## config.mk

```make
export PLATFORM = sky130hd
export DESIGN_NAME = matrix_column_scanner_flat
export DESIGN_NICKNAME = d
export VERILOG_FILES = /design/src/rtl/matrix_column_scanner_if.sv /design/src/rtl/matrix_column_scanner.sv /design/src/flat_wrapper.sv
export SDC_FILE = /design/constraint.sdc
export NUM_CORES = 1
export LEC_CHECK = 0
export BUFFER_PORTS_ARGS = -buffer_cell sky130_fd_sc_hd__buf_2
export CAP_MARGIN = 20
export CORE_MARGIN = 4
export CORE_UTILIZATION = 55
export CTS_CLUSTER_DIAMETER = 50
export CTS_CLUSTER_SIZE = 24
export DETAILED_ROUTE_END_ITERATION = 10
export MAX_ROUTING_LAYER = met4
export PLACE_DENSITY_LB_ADDON = 0.3
export SLEW_MARGIN = 20
export SYNTH_ARGS = -nofsm -noshare
export SYNTH_HDL_FRONTEND = slang
export SYNTH_SLANG_ARGS = --single-unit
```

## constraint.sdc

```tcl
create_clock -name clk -period 8.3 [get_ports clk]
set_input_delay 0.83 -clock clk [delete_from_list [all_inputs] [get_ports clk]]
set_output_delay 0.83 -clock clk [all_outputs]
set_load 0.05 [all_outputs]
```

## src/rtl/matrix_column_scanner_if.sv

```systemverilog
// matrix_column_scanner_if: column patterns in, LED matrix drive and display-alternation control out.
interface matrix_column_scanner_if;
  logic       enable;
  logic [6:0] col_4, col_3, col_2, col_1, col_0;
  logic [6:0] row_out;
  logic [4:0] col_sel;
  logic       selector;
  logic       frame_tick;
  modport master (
    output enable, col_4, col_3, col_2, col_1, col_0,
    input  row_out, col_sel, selector, frame_tick
  );
  modport slave (
    input  enable, col_4, col_3, col_2, col_1, col_0,
    output row_out, col_sel, selector, frame_tick
  );
endinterface

```

## src/rtl/matrix_column_scanner.sv

```systemverilog
// matrix_column_scanner: time-multiplexes a 5x7 LED matrix one column at a time from a per-frame snapshot.
module matrix_column_scanner #(
  parameter int SCAN_DIV       = 10000,
  parameter int BLANK_CYCLES   = 100,
  parameter int ALT_FRAMES     = 250,
  parameter int ROW_ACTIVE_LOW = 1,
  parameter int COL_ACTIVE_LOW = 1
) (
  input logic                    clk,
  input logic                    reset,
  matrix_column_scanner_if.slave bus
);
  typedef enum logic [1:0] {OFF, LOAD, BLANK, DRIVE} state_t;
  localparam int TMAX = SCAN_DIV > BLANK_CYCLES ? SCAN_DIV : BLANK_CYCLES;
  localparam int TW = TMAX > 1 ? $clog2(TMAX) : 1;
  localparam int FW = ALT_FRAMES > 1 ? $clog2(ALT_FRAMES) : 1;
  localparam logic [TW-1:0] SCAN_END = TW'(SCAN_DIV - 1);
  localparam logic [TW-1:0] BLANK_END = TW'(BLANK_CYCLES > 0 ? BLANK_CYCLES - 1 : 0);
  localparam logic [FW-1:0] FRAME_END = FW'(ALT_FRAMES - 1);
  localparam logic [6:0] ROW_OFF = ROW_ACTIVE_LOW != 0 ? 7'h7F : 7'h00;
  localparam logic [4:0] COL_OFF = COL_ACTIVE_LOW != 0 ? 5'h1F : 5'h00;
  localparam state_t GAP = BLANK_CYCLES > 0 ? BLANK : DRIVE;
  state_t          state, state_n;
  logic [2:0]      col_idx, col_idx_n;
  logic [TW-1:0]   timer, timer_n;
  logic [FW-1:0]   frame_cnt, frame_cnt_n;
  logic            selector, selector_n, tick_n, done;
  logic [4:0][6:0] fb, fb_n;
  logic [6:0]      row_n;
  logic [4:0]      col_n;
  assign bus.selector = selector;
  always_comb begin
    state_n = state;
    col_idx_n = col_idx;
    frame_cnt_n = frame_cnt;
    selector_n = selector;
    tick_n = 1'b0;
    done = 1'b0;
    fb_n = state == LOAD ? {bus.col_4, bus.col_3, bus.col_2, bus.col_1, bus.col_0} : fb;
    case (state)
      OFF: begin
        state_n = LOAD;
        done = 1'b1;
      end
      LOAD: begin
        state_n = GAP;
        col_idx_n = 3'd4;
        done = 1'b1;
      end
      BLANK: if (timer == BLANK_END) begin
        state_n = DRIVE;
        done = 1'b1;
      end
      DRIVE: if (timer == SCAN_END) begin
        done = 1'b1;
        if (col_idx != 3'd0) begin
          col_idx_n = col_idx - 3'd1;
          state_n = GAP;
        end else begin
          state_n = LOAD;
          tick_n = 1'b1;
          frame_cnt_n = frame_cnt == FRAME_END ? '0 : frame_cnt + FW'(1);
          selector_n = selector ^ (frame_cnt == FRAME_END);
        end
      end
      default: state_n = OFF;
    endcase
    // Disable beats a coincident frame end: no tick, no count, no toggle.
    if (!bus.enable) begin
      state_n = OFF;
      col_idx_n = col_idx;
      frame_cnt_n = frame_cnt;
      selector_n = selector;
      tick_n = 1'b0;
      done = 1'b1;
    end
    timer_n = done ? '0 : timer + TW'(1);
    row_n = state_n == DRIVE ? fb_n[col_idx_n] ^ ROW_OFF : ROW_OFF;
    col_n = state_n == DRIVE ? (5'd1 << col_idx_n) ^ COL_OFF : COL_OFF;
  end
  always_ff @(posedge clk) begin
    if (reset) begin
      state <= OFF;
      col_idx <= 3'd4;
      timer <= '0;
      frame_cnt <= '0;
      selector <= 1'b1;
      fb <= '0;
      bus.row_out <= ROW_OFF;
      bus.col_sel <= COL_OFF;
      bus.frame_tick <= 1'b0;
    end else begin
      state <= state_n;
      col_idx <= col_idx_n;
      timer <= timer_n;
      frame_cnt <= frame_cnt_n;
      selector <= selector_n;
      fb <= fb_n;
      bus.row_out <= row_n;
      bus.col_sel <= col_n;
      bus.frame_tick <= tick_n;
    end
  end
endmodule

```

## src/flat_wrapper.sv

```systemverilog
// flat-port wrapper written by rule: the top's interface ports become plain ports
module matrix_column_scanner_flat 
#(
  parameter int SCAN_DIV       = 10000,
  parameter int BLANK_CYCLES   = 100,
  parameter int ALT_FRAMES     = 250,
  parameter int ROW_ACTIVE_LOW = 1,
  parameter int COL_ACTIVE_LOW = 1
)
  (clk, reset, bus_enable, bus_col_4, bus_col_3, bus_col_2, bus_col_1, bus_col_0, bus_row_out, bus_col_sel, bus_selector, bus_frame_tick);
  matrix_column_scanner_if bus_i ();
  input logic clk;
  input logic reset;
  input wire logic [$bits(bus_i.enable)-1:0] bus_enable;
  input wire logic [$bits(bus_i.col_4)-1:0] bus_col_4;
  input wire logic [$bits(bus_i.col_3)-1:0] bus_col_3;
  input wire logic [$bits(bus_i.col_2)-1:0] bus_col_2;
  input wire logic [$bits(bus_i.col_1)-1:0] bus_col_1;
  input wire logic [$bits(bus_i.col_0)-1:0] bus_col_0;
  output wire logic [$bits(bus_i.row_out)-1:0] bus_row_out;
  output wire logic [$bits(bus_i.col_sel)-1:0] bus_col_sel;
  output wire logic [$bits(bus_i.selector)-1:0] bus_selector;
  output wire logic [$bits(bus_i.frame_tick)-1:0] bus_frame_tick;
  assign bus_i.enable = bus_enable;
  assign bus_i.col_4 = bus_col_4;
  assign bus_i.col_3 = bus_col_3;
  assign bus_i.col_2 = bus_col_2;
  assign bus_i.col_1 = bus_col_1;
  assign bus_i.col_0 = bus_col_0;
  assign bus_row_out = bus_i.row_out;
  assign bus_col_sel = bus_i.col_sel;
  assign bus_selector = bus_i.selector;
  assign bus_frame_tick = bus_i.frame_tick;
  matrix_column_scanner #(.SCAN_DIV(SCAN_DIV), .BLANK_CYCLES(BLANK_CYCLES), .ALT_FRAMES(ALT_FRAMES), .ROW_ACTIVE_LOW(ROW_ACTIVE_LOW), .COL_ACTIVE_LOW(COL_ACTIVE_LOW)) u_core (.clk(clk), .reset(reset), .bus(bus_i));
endmodule
```

# Word-level counts from Yosys, hierarchy flattened
# Cells that the tools add are included.
op_classes:
  reduce_logical: 7
  muxes: 18
  eq_ne: 7
  magnitude_cmp: 1
  add_sub_neg: 3
  bitwise: 8
  shift: 1
ops:
  columns: ["operator", "count"]
  rows:
  - ["two-way mux 35 bit", 1]
  - ["binary-select mux 7 bit (select 3 bit)", 1]
  - ["adder 14 x 1 -> 14 bit (second input constant)", 1]
  - ["== test 14 bit (second input constant)", 1]
  - ["== test 14 x 7 -> 1 bit (second input constant)", 1]
  - ["two-way mux 3 bit", 3]
  - ["adder 8 x 1 -> 8 bit (second input constant)", 1]
  - ["== test 8 bit (second input constant)", 1]
  - ["two-way mux 2 bit", 4]
  - ["two-way mux 8 bit", 1]
  - ["case mux 2 bit (4 select lines)", 1]
  - ["two-way mux 7 bit", 1]
  - ["inverter 7 bit", 1]
  - ["== test 2 bit (second input constant)", 3]
  - ["case mux 3 bit (2 select lines)", 1]
  - ["OR reduction 2 bit", 3]
  - ["inverter 1 bit", 5]
  - ["inverter 5 bit", 1]
  - ["<< shifter 1 x 3 -> 5 bit (first input constant)", 1]
  - ["< comparator 3 x 4 -> 1 bit (second input constant)", 1]
  - ["two-way mux 1 bit", 4]
  - ["AND reduction 4 bit", 1]
  - ["OR reduction 4 bit", 1]
  - ["case mux 1 bit (3 select lines)", 1]
  - ["5 further kinds", 5]
totals:
  in_bits: 38
  regBits: 76

# Depth between registers and ports, before layout
# Gate-level depths: netlist of run 1.
depth:
  word_depth: 8
  ltp_mapped: 11
  mapped_depth_nobuf: 9

# Least setup slack after synthesis of run 1
# Ideal clock, no wire load.
synth_path:
  path_type: "input port to flip-flop"
  start: "input bus_enable"
  end: "register u_core.bus.row_out[0]"
  cell_stages: 9
  required_ns: 8.205
  setup_time_ns: 0.095
  arrival_time_ns: 2.845
  setup_slack_ns: 5.360
  path_cell_list: "and2_1 buf_2 and3_1 and3_1 a211oi_2 clkbuf_1 a21oi_1 or2_2 a221oi_1"
synth_between:
  elab_chain_cells: 4
  elab_cells_between_ends: 8
  cone_classes: "eq/ne: 1; mux: 4; bitwise: 2; reduce/logical: 1"
synth_lines:
  columns: ["item", "line_no", "rtl"]
  rows:
  - ["start, declared", "flat_wrapper.sv:14", "input wire logic [$bits(bus_i.enable)-1:0] bus_enable;"]
  - ["two-way mux 3 bit / two-way mux 2 bit (equally long branches)", "matrix_column_scanner.sv:69", "if (!bus.enable) begin"]
  - ["binary-select mux 7 bit (select 3 bit) / == test 2 bit (equally long branches)", "matrix_column_scanner.sv:78", "row_n = state_n == DRIVE ? fb_n[col_idx_n] ^ ROW_OFF : ROW_OFF;"]
  - ["two-way mux 7 bit (not written as such) / inverter 1 bit (equally long branches)", null, null]
  - ["inverter 7 bit (no line) / OR reduction 2 bit (equally long branches)", null, null]
  - ["end signal, assigned", "matrix_column_scanner.sv:99", "bus.row_out <= row_n;"]
  - ["end, declared", "matrix_column_scanner_if.sv:15", "output row_out, col_sel, selector, frame_tick"]
# Parallel ways exist; a longest one is shown, timed or not. The select of a mux whose other input is x is not followed.
# A chain may end at the register's enable or synchronous reset.

# Worst setup path in the final report of run 1
layout_path:
  start: "register u_core.col_idx[0]"
  end: "register u_core.bus.row_out[5]"
layout_between:
  elab_chain_cells: 8
  elab_cells_between_ends: 16
  cone_classes: "add/sub: 1; eq/ne: 1; mux: 10; bitwise: 2; reduce/logical: 2"
layout_lines:
  columns: ["item", "line_no", "rtl"]
  rows:
  - ["start, declared", "matrix_column_scanner.sv:24", "logic [2:0] col_idx, col_idx_n;"]
  - ["start signal, assigned", "matrix_column_scanner.sv:94", "col_idx <= col_idx_n;"]
  - ["subtractor 3 x 1 -> 3 bit / nonzero test 3 bit (equally long branches)", "matrix_column_scanner.sv:57, matrix_column_scanner.sv:56", null]
  - ["two-way mux 3 bit / two-way mux 2 bit (equally long branches)", "matrix_column_scanner.sv:56", "if (col_idx != 3'd0) begin"]
  - ["two-way mux 3 bit / two-way mux 2 bit (equally long branches)", "matrix_column_scanner.sv:54", "DRIVE: if (timer == SCAN_END) begin"]
  - ["case mux 3 bit (2 select lines) / case mux 2 bit (4 select lines) (equally long branches)", "matrix_column_scanner.sv:40", "case (state)"]
  - ["two-way mux 3 bit / two-way mux 2 bit (equally long branches)", "matrix_column_scanner.sv:69", null]
  - ["binary-select mux 7 bit (select 3 bit) / == test 2 bit (equally long branches)", "matrix_column_scanner.sv:78", null]
  - ["two-way mux 7 bit (not written as such) / inverter 1 bit (equally long branches)", null, null]
  - ["inverter 7 bit (no line) / OR reduction 2 bit (equally long branches)", null, null]
# Parallel ways exist; a longest one is shown, timed or not. The select of a mux whose other input is x is not followed.

==> results of run 1 <==
## registers in the layout (all words and copies together), names as in the netlist
signal,cells
u_core.col_idx,3
u_core.fb,35
u_core.frame_cnt,8
u_core.state,2
u_core.bus.frame_tick,1
u_core.bus.selector,1
u_core.timer,14
u_core.bus.col_sel,5
u_core.bus.row_out,7
## kinds of logic after synthesis
logic type / Yosys count / share of synthesized area
adders and majority gates: 6 / 0.0219
DFF: 76 / 0.444
muxes: 29 / 0.0855
buffers and inverters: 28 / 0.0314
and+or+nand+nor: 177 / 0.242
AOI/OAI and AO/OA: 76 / 0.134
xor gates and xnor gates: 16 / 0.0409
## metal layers
layer / global-route usage / up-vias / wire (um)
li1: - / 1490 / -
met4: 0.0836 / 0 / 133
met3: 0.0407 / 14 / 501
met5: - / - / 0
met2: 0.302 / 107 / 3320
met1: 0.309 / 1369 / 3710
## cells in the mapped netlist, types with 6 or more instances
| library cell | count |
|---|---|
| xor2_1 | 9 |
| a221oi_1 | 9 |
| o21ai_0 | 8 |
| a21oi_1 | 42 |
| nand3_1 | 6 |
| ha_1 | 6 |
| clkbuf_1 | 18 |
| mux2i_1 | 27 |
| nand2_1 | 78 |
| xnor2_1 | 7 |
| dfxtp_1 | 76 |
| or2_2 | 8 |
| a21boi_0 | 6 |
| nand2b_1 | 6 |
| nor2_1 | 37 |
| nor3_1 | 11 |
## how the worst min path moves through the flow
| stage | depth (start not counted) | end | start | slack [ns] |
|---|---|---|---|---|
| 2_1_floorplan | 2 | u_core.fb[14] | u_core.fb[14] | 0.43 |
| 3_3_place_gp | 2 | u_core.fb[24] | u_core.fb[24] | 0.44 |
| 3_5_place_dp | 2 | u_core.fb[2] | u_core.fb[2] | 0.45 |
| 4_1_cts | 2 | u_core.fb[2] | u_core.fb[2] | 0.46 |
| 5_1_grt | 2 | u_core.fb[14] | u_core.fb[14] | 0.49 |
| 6_report | 2 | u_core.fb[14] | u_core.fb[14] | 0.46 |
## power by group
part / switching, W / internal [W]
Sequential: 0.00000462 / 0.000373
Clock: 0.000137 / 0.000179
Combinational: 0.0000295 / 0.0000214
Total: 0.000171 / 0.000573
## stage by stage
step | cell area (um2) | hold slack [ns] | power, W | setup slack [ns] | std cells
floorplan | 3430 | 0.435 | 0.000418 | 5.36 | 408
finish | 3940 | 0.459 | 0.000744 | 5.20 | 529
global route | 3940 | 0.486 | 0.000772 | 4.95 | 529
global placement | 3710 | 0.441 | 0.000435 | 5.34 | 513
CTS | 3940 | 0.462 | 0.000749 | 5.23 | 529
detailed placement | 3710 | 0.452 | 0.000436 | 5.27 | 513
## area by class of cell
class | count | area share
inverter | 5 | 0.00476
multi-input combinational | 304 | 0.459
clock buffer | 11 | 0.0359
clock inverter | 5 | 0.0213
timing repair buffer | 53 | 0.0686
sequential | 76 | 0.386
tap | 75 | 0.0238
## worst max-delay path: cells and delay by family, from the launching register on
family | cells | cell delay (ns)
AO/OA/AOI/OAI | 4 | 0.77
AND/OR/NAND/NOR | 3 | 0.91
buffers and inverters | 2 | 0.54
flip-flops | 1 | 0.53
adder cells (fa/ha/maj) | 1 | 0.26
==> flow_summary.yaml, run 1 <==
clock_tree:
  path_clk_slew_ns: 0.08
  cts_setup_buffers: 0
  cts.path.max_buffers: 2
  cts_tree: "yes"
  cts_root_buf: "clkbuf_8"
  cts-htree-levels: 3
  numCtsBuffers: 9
  clock_latency_ns: 0.35
  postCtsHoldBufs: 0
  post_cts_resized: 0
  clock-sinks: 76
setup_path:
  crit_required_ns: 8.55
  startpoint: "u_core.col_idx[0]"
  rr_startpoint: "u_core.col_idx[0]"
  cp-end-kind: "flop"
  crit_top_cell: "a21oi_1"
  worst_path_max_delay_cell: "dfxtp_1"
  r2r_cells: 10
  r2r-end: "u_core.bus.row_out[5]"
  r2r_setup_slack_ns: 5.20
  cpPeakStageDelay_ns: 0.53
  worst_ep_arrival_time_ns: 3.35
  path_cells: "inv_1 -> ha_1 -> nor2b_1 -> nor3_1 -> a21oi_1 -> a211oi_4 -> buf_4 -> a21oi_1 -> or2_2 -> a221oi_1"
  path_class: "reg -> reg"
  crit_end: "u_core.bus.row_out[5]"
  start_kind: "flop"
  path_max_fanout: 28
timing:
  finalCriticalPeriod_ns: 3.10
  drv_slew: 0
  max_freq_mhz: 322
  hold_viol_final: 0
  setup_tns_ns: 0
  relSlewSlack: 0.329
  setup_viol: 0
  rsz0062_at_grt: "false"
  skew_ns: 0.0158
  finalCritPeriodShare: 0.374
  tightest_slew_ns: 1.01
yosys:
  avgSynthCellArea_um2: 8.40
  ys.warnings.count: 0
  yosys.area.top_type_share: 0.444
  synth_async_sr_flop_share: 0
  ys_seq_area_frac: 0.444
  synth.cell_area_um2: 3430
  syn_inst: 408
  ys.flop_type: "dfxtp_1"
  synth_cell_type_count: 43
  synth_top_cell_by_area: "dfxtp_1"
  synth_fp_nets: 452
  synth_enable_flop_cells: 0
  ys_ff_latch: 76
  synth.area.top_cells: "dfxtp_1 44%, nand2_1 8.5%, mux2i_1 7.9%"
cells_and_area:
  fill_cells: 510
  drive_above_1_share: 0.189
  final_common_cell: "nand2_1"
  diodes: 0
  areaGrowthSynthToFinish_pct: 15.0
  seq_area_um2: 1520
  final_cell_mix: "78 x nand2_1, 76 x dfxtp_1, 51 x buf_2, 42 x a21oi_1, 37 x nor2_1"
  final_util: 0.657
  nets: 493
  multiInputGateArea_um2: 1810
placement:
  place_congestion: 0.902
  dpl.hpwl_um: 5220
  numPortBuffers: 51
power_and_ir_drop:
  vdd_drop_max_mv: 0.136
  p_leak_nw: 1.60
  power.density_nw_per_um2: 189
routing:
  antenna_left: 0
  viasPerCell: 5.63
  drc: 0
  firstDrtPassIters: 5
  num_vias: 2980
  wire_per_inst_um: 14.5
  drtIter0Drc: 155
  totalWireLength_um: 7660
floorplanning:
  start_util: 0.572
  coreArea_um2: 5990
  fp.dieW_um: 86.9
  die_h_um: 86.9
  dieArea_um2: 7560
  placement_rows: 28
  ios: 52
grt:
  antenna_found_initial: 0
  grt_max_degree: 46
  grt_pass1_wl_um: 12500
  grt.total_usage: 0.217
  grt_pass1_vias: 2656
  grt_overflow: 0
worst_hold_path:
  hold_path_class: "reg -> reg"
run_status:
  status: "finished, final reports clean"
run:
  drv_cap: 0
No activity file was read; power rests on OpenSTA's default activity.
==> inputs of run 2 (changes only) <==
==> constraint.sdc (replaced) <==
create_clock -name clk -period 3.16 [get_ports clk]
set_input_delay 0.316 -clock clk [delete_from_list [all_inputs] [get_ports clk]]
set_output_delay 0.316 -clock clk [all_outputs]
set_load 0.05 [all_outputs]
==> run 2 against run 1 <==
  * Die area did not move
  * Hold slack worse by 0.25 ns
  * Power increased to 2.5 times the previous value
  * Sequential share of layout area decreased by 0.39 points
  * Count of clock-buffer cells in the layout fell by 1
  * Via count is 0.17% lower
  * Setup slack got worse by 4.9 ns
  * Flip-flop and latch count is the same
  * Highest routed layer unchanged
==> flow_summary.yaml, run 2 (synthesized netlist as in run 1, its figures left out) <==
routing:
  firstDrtPassIters: 4
  viasPerCell: 5.56
  wire_per_inst_um: 14.3
  totalWireLength_um: 7680
  num_vias: 2975
  drc: 0
  antenna_left: 0
  drtIter0Drc: 185
floorplanning:
  placement_rows: 28
  dieArea_um2: 7560
  coreArea_um2: 5990
  start_util: 0.572
  fp.dieW_um: 86.9
  ios: 52
  die_h_um: 86.9
timing:
  tightest_slew_ns: 0.801
  finalCriticalPeriod_ns: 2.88
  hold_viol_final: 0
  max_freq_mhz: 348
  skew_ns: 0.0143
  finalCritPeriodShare: 0.910
  setup_viol: 0
  relSlewSlack: 0.466
  drv_slew: 0
  rsz0062_at_grt: "false"
  setup_tns_ns: 0
clock_tree:
  path_clk_slew_ns: 0.09
  clock-sinks: 76
  cts_setup_buffers: 0
  cts_root_buf: "clkbuf_8"
  cts_tree: "yes"
  cts.path.max_buffers: 2
  postCtsHoldBufs: 0
  post_cts_resized: 0
  numCtsBuffers: 9
  clock_latency_ns: 0.35
  cts-htree-levels: 3
grt:
  grt_max_degree: 42
  grt.total_usage: 0.220
  grt_pass1_vias: 2850
  grt_pass1_wl_um: 12700
  antenna_found_initial: 0
  grt_overflow: 0
setup_path:
  path_cells: "or4_4 -> or4_4 -> o21ai_1 -> a21oi_1 -> or4b_1 -> buf_4 -> nor3_1 -> a221oi_1"
  crit_end: "u_core.bus.row_out[0]"
  startpoint: "u_core.timer[4]"
  crit_required_ns: 3.37
  crit_top_cell: "or4_4"
  worst_path_max_delay_cell: "or4_4"
  cpPeakStageDelay_ns: 0.58
  start_kind: "flop"
  r2r_cells: 8
  r2r_setup_slack_ns: 0.28
  r2r-end: "u_core.bus.row_out[0]"
  rr_startpoint: "u_core.timer[4]"
  cp-end-kind: "flop"
  path_max_fanout: 6
  worst_ep_arrival_time_ns: 3.09
  path_class: "reg -> reg"
cells_and_area:
  areaGrowthSynthToFinish_pct: 16.1
  drive_above_1_share: 0.202
  largest_reg_flops: 35
  seq_area_um2: 1520
  final_util: 0.664
  final_cell_mix: "78 x nand2_1, 76 x dfxtp_1, 51 x buf_2, 42 x a21oi_1, 37 x nor2_1"
  top_regs: "u_core.fb (35), u_core.timer (14), u_core.frame_cnt (8)"
  fill_cells: 496
  diodes: 0
  nets: 499
  final_common_cell: "nand2_1"
  final_area_um2: 3980
  regMostFlops: "u_core.fb"
  multiInputGateArea_um2: 1810
power_and_ir_drop:
  p_sw_w: 0.000464
  p_seq_frac: 0.523
  p_comb_frac: 0.072
  vdd_drop_max_mv: 0.284
  p_sw_frac: 0.245
  p_clk_frac: 0.405
  power.density_nw_per_um2: 476
  p_leak_nw: 1.64
  internal-power_w: 0.00143
run_status:
  status: "finished, final reports clean"
placement:
  placed_area_um2: 3770
  dpl.hpwl_um: 5400
  place_congestion: 0.893
  numPortBuffers: 51
run:
  drv_cap: 0
worst_hold_path:
  min_path_cells: 3
  hold_path_class: "in -> reg"
==> run 2: cell count changes in the layout (fill, tap and decap cells not counted) <==
cell | before | now
buf_12 | 0 | 1
buf_4 | 2 | 7
bufinv_16 | 2 | 1
clkbuf_1 | 1 | 0
clkinv_2 | 0 | 1
clkinv_4 | 0 | 2
clkinvlp_4 | 2 | 0
inv_6 | 1 | 2
==> run 2: through the flow <==
step	hold slack, ns	total power [W]	std cells	setup slack (ns)
3_5_place_dp	0.451	0.00115	519	0.333
4_1_cts	0.195	0.00191	535	0.294
2_1_floorplan	0.435	0.00110	408	0.245
5_1_grt	0.197	0.00197	535	0.0739
6_report	0.210	0.00190	535	0.284
3_3_place_gp	0.442	0.00114	519	0.356
==> run 2: worst min-delay path by stage <==
stage | start | endpoint | slack [ns]
after floorplan | u_core.fb[14] | u_core.fb[14] | 0.43
after global placement | u_core.fb[17] | u_core.fb[17] | 0.44
after detailed placement | u_core.fb[23] | u_core.fb[23] | 0.45
after CTS | bus_col_0[0] | u_core.fb[0] | 0.19
after global routing | bus_col_1[0] | u_core.fb[7] | 0.20
final | bus_col_2[3] | u_core.fb[17] | 0.21
==> run 2: layout make-up <==
| cell class | instances | share of cell area |
|---|---|---|
| well taps | 75 | 0.0236 |
| flip-flops and latches | 76 | 0.382 |
| inverters | 5 | 0.00472 |
| clock buffers | 10 | 0.0346 |
| multi-input cells | 304 | 0.455 |
| clock inverters | 6 | 0.0176 |
| repair buffers | 59 | 0.0824 |
==> run 2: critical path, delay by kind of cell, from the launching register on <==
family	cells	cell delay [ns]
compound gates	3	0.31
buf+inv	1	0.18
flops	1	0.34
simple gates	4	1.91
==> run 2: power by group through the flow <==
| stage | Clock (W) | Combinational (W) | Sequential (W) |
|---|---|---|---|
| 2_1_floorplan | 0 | 0.0000882 | 0.00101 |
| 3_3_place_gp | 0 | 0.000133 | 0.00101 |
| 3_5_place_dp | 0 | 0.000136 | 0.00101 |
| 4_1_cts | 0.000783 | 0.000136 | 0.000991 |
| 5_1_grt | 0.000824 | 0.000154 | 0.000993 |
| 6_report | 0.000768 | 0.000137 | 0.000991 |
==> run 2: routing by layer <==
layer,track usage,part of all wire,up-vias
li1,-,-,1494
met1,0.289,0.46,1374
met2,0.327,0.46,97
met3,0.0454,0.073,10
met4,0.0992,0.011,0
met5,-,0,-
==> inputs of run 3 (changes only) <==
--- a/config.mk
+++ b/config.mk
@@ -14,6 +14,7 @@
 export DETAILED_ROUTE_END_ITERATION = 10
 export MAX_ROUTING_LAYER = met4
 export PLACE_DENSITY_LB_ADDON = 0.3
+export REMOVE_ABC_BUFFERS = 1
 export SLEW_MARGIN = 20
 export SYNTH_ARGS = -nofsm -noshare
 export SYNTH_HDL_FRONTEND = slang
==> constraint.sdc (replaced) <==
create_clock -name clk -period 3.45 [get_ports clk]
set_input_delay 0.345 -clock clk [delete_from_list [all_inputs] [get_ports clk]]
set_output_delay 0.345 -clock clk [all_outputs]
set_load 0.05 [all_outputs]
==> run 3 against run 2 <==
  * Global-route usage decreased by 1.1 points
  * Clock power shrank 3.6%
  * Wire length decreased by 5.4%
  * Fmax is 5.2% lower
  * Final area shrank 0.66%
  * Combinational power is 12% lower
  * Die area unchanged
  * Register-to-register slack gained 0.13 ns
  * Critical path type unchanged
==> flow_summary.yaml, run 3 (synthesized netlist as in run 1, its figures left out) <==
grt:
  antenna_found_initial: 0
  grt_overflow: 0
  grt_max_degree: 42
  grt.total_usage: 0.209
  grt_pass1_vias: 2685
  grt_pass1_wl_um: 12100
floorplanning:
  dieArea_um2: 7560
  coreArea_um2: 5990
  ios: 52
  start_util: 0.572
  placement_rows: 28
  fp.dieW_um: 86.9
  die_h_um: 86.9
power_and_ir_drop:
  power_w: 0.00177
  p_sw_frac: 0.232
  internal-power_w: 0.00136
  vdd_drop_max_mv: 0.342
  p_sw_w: 0.000411
  p_clk_frac: 0.418
  p_leak_nw: 1.61
  p_comb_frac: 0.068
  p_seq_frac: 0.514
  power.density_nw_per_um2: 447
placement:
  numPortBuffers: 51
  place_inst: 516
  dpl.hpwl_um: 5050
  place_congestion: 0.901
  placed_area_um2: 3740
setup_path:
  cpPeakStageDelay_ns: 0.62
  worst_path_max_delay_cell: "or4b_2"
  worst_ep_arrival_time_ns: 3.29
  crit_required_ns: 3.70
  path_max_fanout: 13
  path_cells: "or4b_2 -> nor4_1 -> a22oi_1 -> nor2_1 -> or4b_1 -> or2_4 -> o22a_1"
  cp-end-kind: "flop"
  path_class: "reg -> reg"
  start_kind: "flop"
cells_and_area:
  nets: 496
  regMostFlops: "u_core.fb"
  fill_cells: 502
  final_cell_mix: "78 x nand2_1, 76 x dfxtp_1, 51 x buf_2, 42 x a21oi_1, 37 x nor2_1"
  drive_above_1_share: 0.195
  final_cells: 532
  diodes: 0
  largest_reg_flops: 35
  final_area_um2: 3950
  top_regs: "u_core.fb (35), u_core.timer (14), u_core.frame_cnt (8)"
  areaGrowthSynthToFinish_pct: 15.4
  final_common_cell: "nand2_1"
clock_tree:
  cts_tree: "yes"
  clock_latency_ns: 0.35
  cts.path.max_buffers: 2
  clock-sinks: 76
  cts_root_buf: "clkbuf_8"
  path_clk_slew_ns: 0.08
  cts-htree-levels: 3
  numCtsBuffers: 9
  postCtsHoldBufs: 0
  post_cts_resized: 0
  cts_setup_buffers: 0
timing:
  tightest_slew_ns: 0.705
  drv_slew: 0
  skew_ns: 0.00460
  setup_viol: 0
  hold_viol_final: 0
  rsz0062_at_grt: "false"
  max_freq_mhz: 330
  setup_tns_ns: 0
  finalCritPeriodShare: 0.879
  holdWs_ns: 0.232
  finalCriticalPeriod_ns: 3.03
  relSlewSlack: 0.530
routing:
  num_vias: 2888
  wire_per_inst_um: 13.7
  antenna_left: 0
  firstDrtPassIters: 4
  drtIter0Drc: 129
  viasPerCell: 5.43
  drc: 0
  totalWireLength_um: 7260
run:
  drv_cap: 0
worst_hold_path:
  hold_path_class: "in -> reg"
run_status:
  status: "finished, final reports clean"
[run 3: power groups by stage]
stage                     sequential, W  combinational, W  clock [W]
after floorplan                0.000926         0.0000697          0
after global placement         0.000928          0.000117          0
after detailed placement       0.000929          0.000120          0
after CTS                      0.000908          0.000121   0.000750
after global routing           0.000911          0.000136   0.000796
final                          0.000908          0.000120   0.000740
[run 3: worst paths after layout]
check / from / to / slack, ns / cells after the start
hold / removal: bus_col_2[3] / u_core.fb[17] / 0.23 / 3
setup reg to reg: u_core.state[1] / u_core.bus.row_out[6] / 0.42 / 7
setup / recovery: u_core.state[1] / u_core.bus.row_out[6] / 0.42 / 7
hold reg to reg: u_core.fb[22] / u_core.fb[22] / 0.46 / 2
[run 3: per-layer routing]
layer | share of wire | global-route usage | vias up
met5 | 0 | - | -
met4 | 0.016 | 0.101 | 0
met3 | 0.058 | 0.0445 | 8
met2 | 0.47 | 0.310 | 64
met1 | 0.45 | 0.271 | 1322
li1 | - | - | 1494
[run 3: cell type report]
cell class | count | area, um2 | area share
Clock inverter | 6 | 88.8 | 0.0225
Clock buffer | 10 | 128 | 0.0323
Timing Repair Buffer | 56 | 293 | 0.0741
Inverter | 5 | 18.8 | 0.00475
Tap cell | 75 | 93.8 | 0.0237
Multi-Input combinational cell | 304 | 1810 | 0.458
Sequential cell | 76 | 1520 | 0.385
[run 3: metrics by stage]
stage                     setup slack [ns]  utilization
after global routing                 0.212        0.660
after floorplan                      0.226            -
after CTS                            0.432        0.660
after detailed placement             0.455        0.624
after global placement               0.497        0.624
final                                0.416        0.660
[run 3: worst max-delay path: cells and delay by family, from the launching register on]
kind / cells / cell delay [ns]
simple gates: 5 / 2.05
flops: 1 / 0.56
compound gates: 2 / 0.33
